$ cat config.mk
export PLATFORM = sky130hd
export DESIGN_NAME = mx_pe_v2
export DESIGN_NICKNAME = d
export VERILOG_FILES = /design/src/rtl/mx_pe_v2.sv
export SDC_FILE = /design/constraint.sdc
export NUM_CORES = 1
export LEC_CHECK = 0
export CAP_MARGIN = 30
export CORE_UTILIZATION = 56
export CTS_CLUSTER_DIAMETER = 50
export CTS_CLUSTER_SIZE = 12
export DETAILED_ROUTE_END_ITERATION = 16
export GPL_TIMING_DRIVEN = 1
export PLACE_DENSITY_LB_ADDON = 0.3
export SLEW_MARGIN = 20
export SYNTH_ARGS = -nofsm -noshare
export SYNTH_HDL_FRONTEND = slang
export SYNTH_SLANG_ARGS = --single-unit
export TNS_END_PERCENT = 5
$ cat constraint.sdc
create_clock -name clk -period 6.2 [get_ports clk]
set_clock_uncertainty 0.15 [all_clocks]
set_input_delay 1.24 -clock clk [delete_from_list [all_inputs] [get_ports clk]]
set_output_delay 1.24 -clock clk [all_outputs]
set_load 0.02 [all_outputs]
$ cat src/rtl/mx_pe_v2.sv
// Systolic MX processing element: decodes FP8 (E4M3/E5M2) pairs, accumulates aligned
// products in a saturating fixed-point register and emits a block-scaled BF16 result.
module mx_pe_v2 #(
    parameter int ACC_W = 32,
    parameter int FRAC  = 16
) (
    input  logic        clk,
    input  logic        rst,
    input  logic        clear,
    input  logic        fmt,
    input  logic        in_valid,
    input  logic        in_last,
    input  logic [7:0]  a_in,
    input  logic [7:0]  b_in,
    input  logic [7:0]  scale_a,
    input  logic [7:0]  scale_b,
    output logic [7:0]  a_out,
    output logic [7:0]  b_out,
    output logic        valid_out,
    output logic        last_out,
    output logic [15:0] c_out,
    output logic        c_valid,
    output logic [1:0]  c_flags
);
    // Framing: no back-pressure. A pair is accepted on any edge with in_valid high and
    // clear low; in_last only counts when in_valid is high. c_valid is a one-cycle pulse.
    localparam logic [ACC_W-1:0]        MAX  = {1'b0, {(ACC_W-1){1'b1}}};
    localparam logic signed [ACC_W:0]   MAXS = {2'b00, {(ACC_W-1){1'b1}}};
    localparam logic signed [ACC_W:0]   MINS = -MAXS;

    function automatic void fp8_decode(input logic [7:0] x, input logic f,
                                       output logic [3:0] sig, output logic signed [6:0] ue,
                                       output logic nan);
        if (!f) begin
            nan = (x[6:0] == 7'h7f);
            sig = {(x[6:3] != 4'd0), x[2:0]};
            ue  = (x[6:3] == 4'd0) ? -7'sd6 : $signed({3'b000, x[6:3]}) - 7'sd7;
        end else begin
            nan = (x[6:2] == 5'h1f);
            sig = {(x[6:2] != 5'd0), x[1:0], 1'b0};
            ue  = (x[6:2] == 5'd0) ? -7'sd14 : $signed({2'b00, x[6:2]}) - 7'sd15;
        end
    endfunction

    // pass-through
    logic [7:0] a_out_q, a_out_d, b_out_q, b_out_d;
    logic       valid_out_q, valid_out_d, last_out_q, last_out_d;
    // stage 0: decode
    logic [3:0]        sig_a_q, sig_a_d, sig_b_q, sig_b_d;
    logic signed [6:0] esum_q, esum_d;
    logic              sgn0_q, sgn0_d, nan0_q, nan0_d, v0_q, v0_d, l0_q, l0_d;
    logic [7:0]        sa0_q, sa0_d, sb0_q, sb0_d;
    // stage 1: aligned magnitude
    logic [ACC_W-1:0]  mag1_q, mag1_d;
    logic              neg1_q, neg1_d, sat1_q, sat1_d, nan1_q, nan1_d, v1_q, v1_d, l1_q, l1_d;
    logic [7:0]        sa1_q, sa1_d, sb1_q, sb1_d;
    // stage 2: accumulator
    logic [ACC_W-1:0]  acc_q, acc_d;
    logic              busy_q, busy_d, bnan_q, bnan_d, bsat_q, bsat_d, done2_q, done2_d;
    logic [7:0]        sa2_q, sa2_d, sb2_q, sb2_d;
    // stage 3: result
    logic [15:0]       c_q, c_d;
    logic [1:0]        flags_q, flags_d;
    logic              cv_q, cv_d;

    logic [3:0]          da_sig, db_sig;
    logic signed [6:0]   da_ue, db_ue;
    logic                da_nan, db_nan;
    logic [7:0]          prod;
    int                  sh, p, e_i;
    logic [ACC_W+7:0]    wide, shl;
    logic                ovf, nan_any;
    logic signed [ACC_W:0] base, addend, sum;
    logic [ACC_W-1:0]    cmag, norm;

    always_comb begin
        a_out_d     = a_in;
        b_out_d     = b_in;
        valid_out_d = in_valid;
        last_out_d  = in_last;

        fp8_decode(a_in, fmt, da_sig, da_ue, da_nan);
        fp8_decode(b_in, fmt, db_sig, db_ue, db_nan);
        sig_a_d = da_sig;
        sig_b_d = db_sig;
        esum_d  = da_ue + db_ue;
        sgn0_d  = a_in[7] ^ b_in[7];
        nan0_d  = da_nan | db_nan;
        v0_d    = in_valid & ~clear;
        l0_d    = in_valid & in_last;
        sa0_d   = scale_a;
        sb0_d   = scale_b;

        // product value is prod * 2^(esum-6); align it to FRAC fraction bits
        prod = nan0_q ? 8'd0 : 8'(sig_a_q) * 8'(sig_b_q);
        sh   = int'(esum_q) + FRAC - 6;
        wide = {{ACC_W{1'b0}}, prod};
        ovf  = 1'b0;
        if (sh >= 0) begin
            shl = wide << sh;
            ovf = ((sh >= ACC_W - 1) && (prod != 8'd0)) || (shl > {8'd0, MAX});
        end else begin
            shl = wide >> (-sh);
        end
        mag1_d = ovf ? MAX : shl[ACC_W-1:0];
        neg1_d = sgn0_q;
        sat1_d = ovf;
        nan1_d = nan0_q;
        v1_d   = v0_q & ~clear;
        l1_d   = l0_q;
        sa1_d  = sa0_q;
        sb1_d  = sb0_q;

        base   = busy_q ? $signed({acc_q[ACC_W-1], acc_q}) : '0;
        addend = neg1_q ? -$signed({1'b0, mag1_q}) : $signed({1'b0, mag1_q});
        sum    = base + addend;
        acc_d   = acc_q;
        busy_d  = busy_q;
        bnan_d  = bnan_q;
        bsat_d  = bsat_q;
        done2_d = 1'b0;
        sa2_d   = sa2_q;
        sb2_d   = sb2_q;
        if (clear) begin
            acc_d  = '0;
            busy_d = 1'b0;
            bnan_d = 1'b0;
            bsat_d = 1'b0;
        end else if (v1_q) begin
            bnan_d = (busy_q & bnan_q) | nan1_q;
            bsat_d = (busy_q & bsat_q) | sat1_q;
            if (sum > MAXS) begin
                acc_d  = MAXS[ACC_W-1:0];
                bsat_d = 1'b1;
            end else if (sum < MINS) begin
                acc_d  = MINS[ACC_W-1:0];
                bsat_d = 1'b1;
            end else begin
                acc_d = sum[ACC_W-1:0];
            end
            busy_d  = ~l1_q;
            done2_d = l1_q;
            sa2_d   = sa1_q;
            sb2_d   = sb1_q;
        end

        // BF16 conversion of the finished block, mantissa truncated toward zero
        cmag = acc_q[ACC_W-1] ? -acc_q : acc_q;
        p    = 0;
        for (int i = 0; i < ACC_W; i++) begin
            if (cmag[i]) p = i;
        end
        e_i     = p - FRAC + 127 + int'(sa2_q) + int'(sb2_q) - 254;
        norm    = cmag << (ACC_W - 1 - p);
        nan_any = bnan_q | (sa2_q == 8'hff) | (sb2_q == 8'hff);
        c_d     = c_q;
        flags_d = flags_q;
        cv_d    = 1'b0;
        if (done2_q && !clear) begin
            cv_d    = 1'b1;
            flags_d = {nan_any, bsat_q};
            if (nan_any)                c_d = 16'h7fc0;
            else if (acc_q == '0)       c_d = 16'h0000;
            else if (e_i >= 255)        c_d = {acc_q[ACC_W-1], 15'h7f80};
            else if (e_i <= 0)          c_d = {acc_q[ACC_W-1], 15'h0000};
            else                        c_d = {acc_q[ACC_W-1], e_i[7:0], norm[ACC_W-2 -: 7]};
        end
    end

    always_ff @(posedge clk) begin
        if (rst) begin
            a_out_q <= '0; b_out_q <= '0; valid_out_q <= 1'b0; last_out_q <= 1'b0;
            sig_a_q <= '0; sig_b_q <= '0; esum_q <= '0; sgn0_q <= 1'b0; nan0_q <= 1'b0;
            v0_q <= 1'b0; l0_q <= 1'b0; sa0_q <= '0; sb0_q <= '0;
            mag1_q <= '0; neg1_q <= 1'b0; sat1_q <= 1'b0; nan1_q <= 1'b0;
            v1_q <= 1'b0; l1_q <= 1'b0; sa1_q <= '0; sb1_q <= '0;
            acc_q <= '0; busy_q <= 1'b0; bnan_q <= 1'b0; bsat_q <= 1'b0; done2_q <= 1'b0;
            sa2_q <= '0; sb2_q <= '0;
            c_q <= '0; flags_q <= '0; cv_q <= 1'b0;
        end else begin
            a_out_q <= a_out_d; b_out_q <= b_out_d; valid_out_q <= valid_out_d; last_out_q <= last_out_d;
            sig_a_q <= sig_a_d; sig_b_q <= sig_b_d; esum_q <= esum_d; sgn0_q <= sgn0_d; nan0_q <= nan0_d;
            v0_q <= v0_d; l0_q <= l0_d; sa0_q <= sa0_d; sb0_q <= sb0_d;
            mag1_q <= mag1_d; neg1_q <= neg1_d; sat1_q <= sat1_d; nan1_q <= nan1_d;
            v1_q <= v1_d; l1_q <= l1_d; sa1_q <= sa1_d; sb1_q <= sb1_d;
            acc_q <= acc_d; busy_q <= busy_d; bnan_q <= bnan_d; bsat_q <= bsat_d; done2_q <= done2_d;
            sa2_q <= sa2_d; sb2_q <= sb2_d;
            c_q <= c_d; flags_q <= flags_d; cv_q <= cv_d;
        end
    end

    assign a_out     = a_out_q;
    assign b_out     = b_out_q;
    assign valid_out = valid_out_q;
    assign last_out  = last_out_q;
    assign c_out     = c_q;
    assign c_valid   = cv_q;
    assign c_flags   = flags_q;
endmodule

After elaboration in Yosys (flattened, before gate mapping) --
Index checks and enable logic that the tools add are counted.
Word-level totals: flip-flop bits (word level) 177, bits in latches 0, RAM bits 0, ROM bits 0, input port bits 38, output and inout port bits 37, word-level logic and storage cells 158, memories 0
Cells by class: add/subtract/negate cells 17, multiply operators 1, div/mod/pow operators 0, $lt $le $gt $ge 7, equal/unequal tests 6, shift operators 3, mux-type cells 57, bitwise operators 14, reduce and logical (&&, ||, !) cells 19
Operator list (number):
- 32-bit 2-to-1 mux | 34
- 33-bit 2-to-1 mux | 2
- 32-bit by 9-bit adder with 32-bit output | 2
- 7-bit 2-to-1 mux | 6
- 40-bit by 31-bit greater-than comparator with 1-bit output, second input constant | 1
- 8-bit by 32-bit left shift with 40-bit output | 1
- 33-bit adder | 1
- 33-bit by 32-bit greater-than comparator with 1-bit output, second input constant | 1
- 33-bit by 32-bit < comparator with 1-bit output, second input constant | 1
- 32-bit negation with 33-bit output | 1
- 32-bit by 8-bit adder with 32-bit output, second input constant | 1
- 32-bit by 9-bit greater-or-equal comparator with 1-bit output, second input constant | 1
- 32-bit by 1-bit <= comparator with 1-bit output, second input constant | 1
- 32-bit zero test | 1
- 16-bit 2-to-1 mux | 2
- 32-bit negation | 1
- 9-bit negation with 32-bit output | 1
- 32-bit by 32-bit left shift with 31-bit output | 1
- 8-bit by 32-bit right shift with 32-bit output | 1
- 32-bit by 6-bit subtractor with 32-bit output, second input constant | 1
- 32-bit by 9-bit subtractor with 32-bit output, second input constant | 1
- 6-bit by 32-bit subtractor with 32-bit output, first input constant | 1
- 31-bit 2-to-1 mux | 1
- 15-bit 2-to-1 mux | 2
- other kinds (29) | 58

Logic depth before layout (Yosys ltp) --
Gate-level depths: netlist of run 1.
depth in word-level cells 43, depth in mapped cells 33, depth with buffers taken out 28

Worst setup path after synthesis of run 1 --
OpenSTA, ideal clock, no wires.
path kind flip-flop to flip-flop, start point reg acc_q[0], end point reg c_q[6], in the netlist c_out[6], library setup time 0.064 ns, arrival time 6.645 ns, data required time 5.986 ns, setup slack -0.659 ns, cell stages (with the launch flop) 32, path buffers 3, clock period less this slack 6.859 ns, path through dfxtp_1 > clkbuf_1 > inv_1 > ha_1 > nor3b_2 > nand4_4 > nor4_1 > mux2_1 > a32oi_1 > a21o_1 > a21oi_4 > inv_2 > buf_6 > buf_2 > fa_1 > ha_1 > ha_1 > fa_1 > a21o_1 > a21oi_1 > o21bai_1 > a21oi_1 > o21bai_1 > a21oi_1 > ha_1 > inv_1 > a211o_1 > a31oi_1 > and3b_1 > nand2_1 > or4_1 > nand4_1
Between the ends: cells in the longest elaborated chain, start to end 43, elaborated cells between the ends (all ways) 47, classes of those cells add/sub: 7; order compare: 2; shift: 1; mux: 36; reduce/logical: 1
RTL lines:
- from (decl) | line 58 | logic [ACC_W-1:0] acc_q, acc_d;
- from (signal assigned) | line 177 | acc_q <= '0; busy_q <= 1'b0; bnan_q <= 1'b0; bsat_q <= 1'b0; done2_q <= 1'b0;
- from (signal assigned) | line 186 | acc_q <= acc_d; busy_q <= busy_d; bnan_q <= bnan_d; bsat_q <= bsat_d; done2_q <= done2_d;
- 32-bit negation | line 148 | cmag = acc_q[ACC_W-1] ? -acc_q : acc_q;
- 32-bit 2-to-1 mux | line 148
- 1-bit 2-to-1 mux | line 151 | if (cmag[i]) p = i;
- 32-bit 2-to-1 mux (30 in series) | line 151
- 32-bit by 6-bit subtractor with 32-bit output | line 153 | e_i = p - FRAC + 127 + int'(sa2_q) + int'(sb2_q) - 254;
- 32-bit by 8-bit adder with 32-bit output | line 153
- 32-bit by 9-bit adder with 32-bit output (2 in series) | line 153
- 32-bit by 9-bit subtractor with 32-bit output | line 153
- 32-bit by 1-bit <= comparator with 1-bit output | line 165 | else if (e_i <= 0) c_d = {acc_q[ACC_W-1], 15'h0000};
- 15-bit 2-to-1 mux | line 165
- 15-bit 2-to-1 mux | line 164 | else if (e_i >= 255) c_d = {acc_q[ACC_W-1], 15'h7f80};
- 16-bit 2-to-1 mux (*) | line 163 | else if (acc_q == '0) c_d = 16'h0000;
- 16-bit 2-to-1 mux (*) | line 162 | if (nan_any) c_d = 16'h7fc0;
- to (signal assigned) | line 179 | c_q <= '0; flags_q <= '0; cv_q <= 1'b0;
- to (signal assigned) | line 188 | c_q <= c_d; flags_q <= flags_d; cv_q <= cv_d;
- to (decl) | line 62 | logic [15:0] c_q, c_d;
Every way passes the cells marked *; elsewhere a longest branch is shown, timed or not. A chain may end at the register's enable or synchronous reset.

Worst setup path after layout of run 1 --
start point reg acc_q[1], end point reg c_q[6], in the netlist c_out[6]
The elaborated chain is that of the path after synthesis.

==> results of run 1 <==
==> logic make-up after synthesis <==
logic type               share of synthesized area [%]
AO/OA/AOI/OAI                                     24.8
XOR/XNOR                                          6.40
adder cells (fa/ha/maj)                           9.52
buffers and inverters                             5.82
flip-flops                                        23.4
multiplexers                                      3.88
other                                           0.0248
AND/OR/NAND/NOR                                   26.2
==> cells in the mapped netlist (all sizes together), types with 6 or more instances <==
master and instances:
a2bb2oi 6, o221ai 6, o22a 8, nand3 47
inv 89, a211o 11, clkbuf 97, a41oi 6
buf 26, a221o 15, mux2 6, a31oi 25
a21oi 140, and2 55, nor3b 6, dfxtp 177
or3 18, o22ai 15, a22oi 20, a2111oi 7
or2 19, or4 15, nor3 53, nand2b 29
a211oi 26, a21o 26, nor4 37, nor2 152
o21a 12, xor2 35, mux2i 52, nand2 207
nand4 28, ha 96, o31ai 29, o41ai 12
o211ai 17, o2111ai 6, fa 12, and3 20
o21bai 11, nor2b 70, o21ai 80, xnor2 73
==> through the flow <==
step,setup slack [ps],hold WS (ps),cells,utilization (%)
2_1_floorplan,-274,256,1969,-
3_3_place_gp,-10.8,261,2370,63.6
3_5_place_dp,-149,264,2371,63.7
4_1_cts,-29.8,277,2415,67.0
5_1_grt,-361,299,2421,67.5
6_report,-97.5,274,2421,67.5
==> path summary, 6_finish.rpt <==
path                      endpoint                  start  slack (ps)
min            sb1_q[4]$_SDFF_PP0_    sb0_q[4]$_SDFF_PP0_         270
min reg2reg    sb1_q[4]$_SDFF_PP0_    sb0_q[4]$_SDFF_PP0_         270
max reg2reg  c_out[6]$_SDFFE_PP0P_  acc_q[1]$_SDFFE_PP0P_        -100
max          c_out[6]$_SDFFE_PP0P_  acc_q[1]$_SDFFE_PP0P_        -100
==> timing repair <==
action,CTS,global route
hold buffers,0,0
cloned,1,0
endpoints found under the setup margin,7,25
resized for setup,29,15
pin swaps,16,5
setup buffers,11,4
==> power by group <==
group	total, W	switching (W)	internal, W
Combinational	0.00154	0.000933	0.000609
Sequential	0.00133	0.0000975	0.00123
Clock	0.00114	0.000571	0.000565
Total	0.00400	0.00160	0.00240
==> final cells by class <==
class                           instances  area [um2]  share of cell area [%]
Timing Repair Buffer                  207        1800                    10.1
Clock inverter                         15         209                    1.18
Sequential cell                       177        3550                    20.0
Clock buffer                           17         425                    2.40
Inverter                               91         347                    1.95
Multi-Input combinational cell       1579       11000                    62.0
Tap cell                              335         419                    2.36
==> metal layers <==
layer  share of wire, %  vias to the layer above  wire [um]
met5                  0                        -          0
met4                3.0                        0       1320
met3                6.9                      114       3050
met2                 47                      624      21100
met1                 43                     7213      19000
li1                   -                     7353          -
==> placed cells by master, fill, tap and decap left out, types with 26 or more instances in the layout <==
cell,count
sky130_fd_sc_hd__mux2i_1,51
sky130_fd_sc_hd__dfxtp_1,174
sky130_fd_sc_hd__inv_1,84
sky130_fd_sc_hd__a21oi_1,133
sky130_fd_sc_hd__nand4_1,26
sky130_fd_sc_hd__clkdlybuf4s50_1,73
sky130_fd_sc_hd__buf_4,126
sky130_fd_sc_hd__nand3_1,45
sky130_fd_sc_hd__a21o_1,26
sky130_fd_sc_hd__and2_1,53
sky130_fd_sc_hd__nor4_1,28
sky130_fd_sc_hd__o21ai_0,71
sky130_fd_sc_hd__nor2_1,149
sky130_fd_sc_hd__nor2b_1,70
sky130_fd_sc_hd__nand2b_1,29
sky130_fd_sc_hd__xor2_1,32
sky130_fd_sc_hd__nor3_1,50
sky130_fd_sc_hd__xnor2_1,73
sky130_fd_sc_hd__nand2_1,206
sky130_fd_sc_hd__ha_1,94
==> critical path, cell delays in order (launching register included) <==
cell,delay [ps]
sky130_fd_sc_hd__dfxtp_2,350
sky130_fd_sc_hd__inv_4,60
sky130_fd_sc_hd__ha_4,120
sky130_fd_sc_hd__buf_4,110
sky130_fd_sc_hd__nor3b_4,290
sky130_fd_sc_hd__nand4_4,200
sky130_fd_sc_hd__buf_4,210
sky130_fd_sc_hd__nor4_4,130
sky130_fd_sc_hd__mux2_1,360
sky130_fd_sc_hd__a32oi_2,290
sky130_fd_sc_hd__nor2_1,90
sky130_fd_sc_hd__a21oi_2,180
sky130_fd_sc_hd__inv_2,60
sky130_fd_sc_hd__fa_1,440
sky130_fd_sc_hd__ha_1,320
sky130_fd_sc_hd__ha_1,300
sky130_fd_sc_hd__a21o_1,170
sky130_fd_sc_hd__a21oi_2,180
sky130_fd_sc_hd__o21bai_1,130
sky130_fd_sc_hd__a2111oi_2,400
sky130_fd_sc_hd__nor3_1,130
sky130_fd_sc_hd__or3_1,320
sky130_fd_sc_hd__a211o_1,310
sky130_fd_sc_hd__a31oi_4,180
sky130_fd_sc_hd__and3b_2,230
sky130_fd_sc_hd__nand2_1,50
sky130_fd_sc_hd__or4_1,400
sky130_fd_sc_hd__nand4_1,90
==> results list, run 1 <==
* Status: finished with violations
- Failing checks: negative setup slack
- The placed instances occupy a cell area of 16700 um2.
* Final critical path time including I/O delays and setup: around 6300 ps
- Initial cell density of the core: between 50 and 60%
* Static leakage: 7.40 nW
* Number of antenna violations at the first check in global routing: 0
- Unrepaired setup endpoints after global routing: yes
- The number of global-route vias before repair came to 14200.
- Most used flip-flop cell after synthesis: sky130_fd_sc_hd__dfxtp_1
- The H-tree generated during clock tree synthesis spans 4 levels.
- Max-cap violations in this run came to 0.
- Async set-reset flop share out of synthesis: 0%
- The number of failing hold endpoints at the final stage was 0.
- Number of nets in the layout: between 2000 and 2500
- Highest Clock Rate: about 160 MHz
* Post-Layout Inst Area: around 18000 um2
- Slew of the pin with the lowest slew margin: 968 ps
- Input and output buffers added on the ports amount to 74.
- Post-Synthesis Cell Area: roughly 15000 um2
* Global routing usage on met1: 40.3%
- Wire length of the first global-routing pass: ~72000 um
- Summed over all layers, the global routing overflow is 0.
- Leading area contributor after synthesis: sky130_fd_sc_hd__dfxtp_1
* Worst vdd ir: 0.167 mV
- Syn avg cell area: 7.69 um2
- In this run the vertical extent of the chip is ~170 um.
* Average wire per cell in the routed design: 18.4 um
- Global routing used approximately 4.7% of the available met3 tracks.
* Vias per Instance: 6.32
- The worst setup path is captured at a flip-flop.
* Synth-to-Final Area Change: 17.1%
* Total negative slack for setup checks: -165 ps
- The filler cells instantiated in the layout total about 2200.
- Number of buffers on the longest clock path: 2
- Global routing used 53.9% of the available met2 tracks.
- Sequential share of the synthesized area: a little under a quarter
- Entering global routing, the biggest net connects 70 pins.
- After synthesis the netlist holds a flip-flop and latch count of 177.
- STA classifies the critical path startpoint as a flip-flop.
* Number of enable-type register cells in the synthesized netlist: 0
* Remaining DRCs: 0
* Number of placement rows: roughly 60
- Final setup violation count: 4
* Min-Delay Path Depth: 1
* Worst reg-to-reg path cell count: 27
* Die X-Extent: roughly 170 um
- After legalization and detailed placement, the total HPWL measured 34000 um.
- Final weighted congestion in routability-driven placement: ~1.0
- Worst slew margin relative to its limit: between 30% and 40%
- Clock latency on the worst-skew pair: 440 ps
- Class of the worst hold path: flip-flop to flip-flop
- The count of nets left with antenna violations once routing finished came out at 0.
- Data required time of the critical path: about 6400 ps
* Global routing usage summed across all routing layers: a little under a third
* Syn Inst Count: between 1500 and 2000
- Total clock buffers created by CTS: 17
- At the worst endpoint, the arrival time is roughly 6500 ps.
- The routed layout has 15300 vias.
* Number of sinks on the clock net: between 150 and 200
* Final wirelength: roughly 44000 um
- Syn_nets: roughly 2100
- Of the cells placed in the final design, the portion with a size suffix greater than 1 is a little over an eighth.
- Clock-pin slew was measured on the worst setup and hold paths at about 90 ps.
* Router iterations before antenna repair: 6
* CP Class: flip-flop to flip-flop
* Antenna diodes: 0
- After floorplanning, the core was sized to cover 26300 um2.
* Most utilized layer in the global route result: met2
- The floorplan step defined a die boundary enclosing approximately 28000 um2.
* Fraction of the cycle the final worst path needs: 102%
- 75 I/O pins were placed.
* Root buffer cell: sky130_fd_sc_hd__clkbuf_16
- After synthesis, the cell types taking the most area are sky130_fd_sc_hd__dfxtp_1 23%, sky130_fd_sc_hd__ha_1 7.9%, sky130_fd_sc_hd__nand2_1 5.1%.
* Max FO, Critical Path: 5
- Power density over the cells: roughly 230 nW/um2
- Setup ws final: -97.5 ps
- Max Transition Viols Final: 0
- In this run the biggest area consumer among cell types represents 23.4% of the synthesized area.
* Number of DRC markers after the initial detailed-route iteration: between 1000 and 1500
- TritonCTS built the clock tree.
* Unique cell type count in the Yosys netlist: 104
* Yosys warns: 0
* Overall power of the completed layout: roughly 0.0040 W
(Power assumes the default switching activity.)
==> run 2: changes to the inputs <==
--- a/config.mk
+++ b/config.mk
@@ -7,7 +7,6 @@
 export LEC_CHECK = 0
 export CAP_MARGIN = 30
 export CORE_UTILIZATION = 56
-export CTS_CLUSTER_DIAMETER = 50
 export CTS_CLUSTER_SIZE = 12
 export DETAILED_ROUTE_END_ITERATION = 16
 export GPL_TIMING_DRIVEN = 1
==> constraint.sdc (replaced) <==
create_clock -name clk -period 6.2 [get_ports clk]
set_clock_uncertainty 0.15 [all_clocks]
set_input_delay 1.24 -clock clk [delete_from_list [all_inputs] [get_ports clk]]
set_output_delay 1.24 -clock clk [all_outputs]
set_load 0.005 [all_outputs]
==> results of run 2 <==
The final DEF is identical to that of run 1. Status: finished with violations: negative setup slack.
==> run 3: changes to the inputs <==
--- a/config.mk
+++ b/config.mk
@@ -6,7 +6,7 @@
 export NUM_CORES = 1
 export LEC_CHECK = 0
 export CAP_MARGIN = 30
-export CORE_UTILIZATION = 56
+export CORE_UTILIZATION = 40
 export CTS_CLUSTER_SIZE = 12
 export DETAILED_ROUTE_END_ITERATION = 16
 export GPL_TIMING_DRIVEN = 1
==> run 3 against run 2 <==
Compared with the run above:
- the flow still finishes with violations (negative setup slack)
- global-route usage down 7.9 points
- die area rose by 39%
- sequential power barely moved
- sequential cell count unchanged
- core utilization is 18 points lower
- sequential share of layout area shrank 0.50 points
- first-iteration DRC count shrank 28%
- cell count grew 8.5%
- combinational power hardly changed
- hold slack better by 7.5 ps
- non-clock buffer count rose by 38
- largest cell class unchanged
==> results list, run 3 (same netlist as run 1, synthesis figures left out) <==
- Dividing total power by cell area gives a power density of ~220 nW/um2.
- Hold repair after CTS inserted 0 buffers.
* Slew of the pin with the lowest slew margin: between 900 and 1000 ps
- In this run, the number of DRC markers left after iteration 0 of detailed routing was ~1100.
* Slowest stage delay, CP: around 530 ps
- Measured against its own limit, the worst slew margin works out to between 30% and 40%.
- Global routing usage summed across all routing layers: between 20% and 30%
* Final setup violation count: 2
- Worst reg-to-reg path cell count: 30
* Endpoint kind of the worst setup timing path: flip-flop
- Router iterations before antenna repair: 7
* Crit path buf inv count: 5
- From synthesis to final layout, the design area changed by 20.2%.
* Std-Cell Core Area: about 37000 um2
- Total clock buffers created by CTS: 17
- Vias per Instance: roughly 5.8
- The initial antenna violation count was 0.
- Setup ws final: -41.0 ps
- The clock net in this run drives a total of about 180 sinks.
- The total overflow left after global routing is 0.
* Total negative slack for setup checks: -55.2 ps
* CP delay by family, top: compound AO/OA/AOI/OAI gates
- The worst hold path belongs to the class flip-flop to flip-flop.
* Final wirelength: approximately 46000 um
- Endpoint, Worst Hold: v1_q$_SDFF_PP0_
- 75 I/O pins were placed.
- CP Class: flip-flop to flip-flop
- Most utilized layer in the global route result: met2
- In this run the static leakage power is about 7.5 nW.
* Highest Clock Rate: 160 MHz
* Clock-pin transition on the worst setup and hold timing paths: ~70 ps
- The startpoint identified for the worst register-to-register timing path is acc_q[1]$_SDFFE_PP0P_.
- Arrival time of the worst setup path: 6460 ps
- Commonest cells after routing, fill and taps aside: 204 x sky130_fd_sc_hd__nand2_1, 173 x sky130_fd_sc_hd__dfxtp_1, 167 x sky130_fd_sc_hd__buf_4, 150 x sky130_fd_sc_hd__nor2_1, 128 x sky130_fd_sc_hd__a21oi_1
- In the final layout, the share of cells above drive strength 1 is between 15 and 20%.
- Setup repair after global routing could not meet its margin everywhere.
- Pin count of the biggest net entering global routing: about 60
* Root buffer cell: sky130_fd_sc_hd__clkbuf_16
- Number of buffers on the longest clock path: 2
- Final number of hold-violating endpoints: 0
* Die Ht: approximately 200 um
- Hold is met by ~280 ps.
- For met2 alone, demand over resource in global routing was 40.7%.
* Number of placement rows: 70
* Die Outline Area: 38600 um2
- CTS H-tree depth: 4
- The number of global-route vias before repair is between 10000 and 15000.
* Remaining DRCs: 0
* Cell with the biggest individual delay on the critical path: sky130_fd_sc_hd__fa_1
* Maximum capacitance violations: 0
- The later pin in the worst-skew pair is clocked with a latency of between 400 and 500 ps.
- Most frequent cell on the critical path: sky130_fd_sc_hd__a21oi_2
* Max Transition Viols Final: 0
- Global routing usage on met1: just over 30%
- Fraction of the cycle the final worst path needs: 101%
- The endpoint identified for the worst register-to-register timing path is c_out[1]$_SDFFE_PP0P_.
- Along the worst path, the maximum fanout reaches 6.
* HPWL after detailed placement: 36200 um
- Count of antenna-violating nets left after detailed routing: 0
- Along the worst hold path, the cell count comes to 1.
* Via Count: between 15000 and 20000
- The worst hold path begins at v0_q$_SDFF_PP0_.
- Failing checks: negative setup slack
* Number of nets in the layout: between 2000 and 2500
- TritonCTS built the clock tree.
* GR Util met3: 2.72%
- Wire length of the first global-routing pass: about 74000 um
- Input and output buffers added on the ports amount to 74.
- The run finished, with violations left.
- Setup slack on the worst reg-to-reg path comes out at -40 ps.
- The die is around 200 um wide.
* Initial cell density of the core: 41.0%
- The most critical setup path has its startpoint at acc_q[1]$_SDFFE_PP0P_.
* Final critical path time including I/O delays and setup: about 6200 ps
- Final weighted congestion in routability-driven placement: roughly 0.95
- Leaving out fill and tap cells, the most frequent cell in the layout is sky130_fd_sc_hd__nand2_1.
- Worst vdd ir: between 0.2 and 0.25 mV
* Worst Setup Start Kind: flip-flop
- Data required time of the critical path: 6420 ps
- After detailed routing, the average wire length per cell comes to 17.5 um.
- The repair_antennas step left the layout with diodes totalling 0.
[run 3: report_power, final]
group | leakage [nW] | switching (W) | internal [W]
logic | 5.81 | 0.000930 | 0.000632
clock network | 0.268 | 0.000491 | 0.000566
registers | 1.45 | 0.0000975 | 0.00123
total | 7.53 | 0.00152 | 0.00243
[run 3: worst max-delay path by stage]
stage | cells past startpoint | slack (ps) | to
2_1_floorplan | 31 | -270 | c_out[6]$_SDFFE_PP0P_
3_3_place_gp | 28 | -30 | c_out[1]$_SDFFE_PP0P_
3_5_place_dp | 28 | -160 | c_out[1]$_SDFFE_PP0P_
4_1_cts | 30 | -30 | c_out[6]$_SDFFE_PP0P_
5_1_grt | 29 | -290 | c_out[6]$_SDFFE_PP0P_
6_report | 30 | -40 | c_out[1]$_SDFFE_PP0P_
[run 3: per-stage QoR]
step / area, um2 / setup WS [ps] / cells / total power [W] / utilization (%)
6_report: 18200 / -41.0 / 2626 / 0.00395 / 49.2
3_3_place_gp: 17100 / -28.3 / 2569 / 0.00282 / 46.3
2_1_floorplan: 15200 / -274 / 1969 / 0.00242 / -
5_1_grt: 18200 / -292 / 2626 / 0.00419 / 49.2
4_1_cts: 17800 / -32.9 / 2604 / 0.00391 / 48.2
3_5_place_dp: 17100 / -157 / 2570 / 0.00284 / 46.3
[run 3: cell type report]
| cell class | instances | area, um2 |
|---|---|---|
| inverter | 91 | 347 |
| clock buffer | 18 | 429 |
| tap | 504 | 631 |
| fill | 3614 | 18800 |
| sequential | 177 | 3550 |
| timing repair buffer | 245 | 2040 |
| multi-input combinational | 1578 | 11100 |
| clock inverter | 13 | 145 |
[run 3: worst reg2reg max path: cells and delay by family, from the launching register on]
kind                       cells  cell delay (ps)
and+or+nand+nor                4             1060
buffers and inverters          5              420
AOI/OAI and AO/OA             15             2580
DFF                            1              340
adders and majority gates      6             1640
[run 3: routing by layer]
metal | up-vias | routed length (um)
li1 | 7408 | -
met1 | 7254 | 21200
met2 | 448 | 21700
met3 | 76 | 2020
met4 | 0 | 979
met5 | - | 0
[run 3: repair_timing]
item,4_1_cts,5_1_grt
endpoints found under the setup margin,7,40
buffers inserted,3,21
pin swaps,10,36
gates resized for setup,16,49
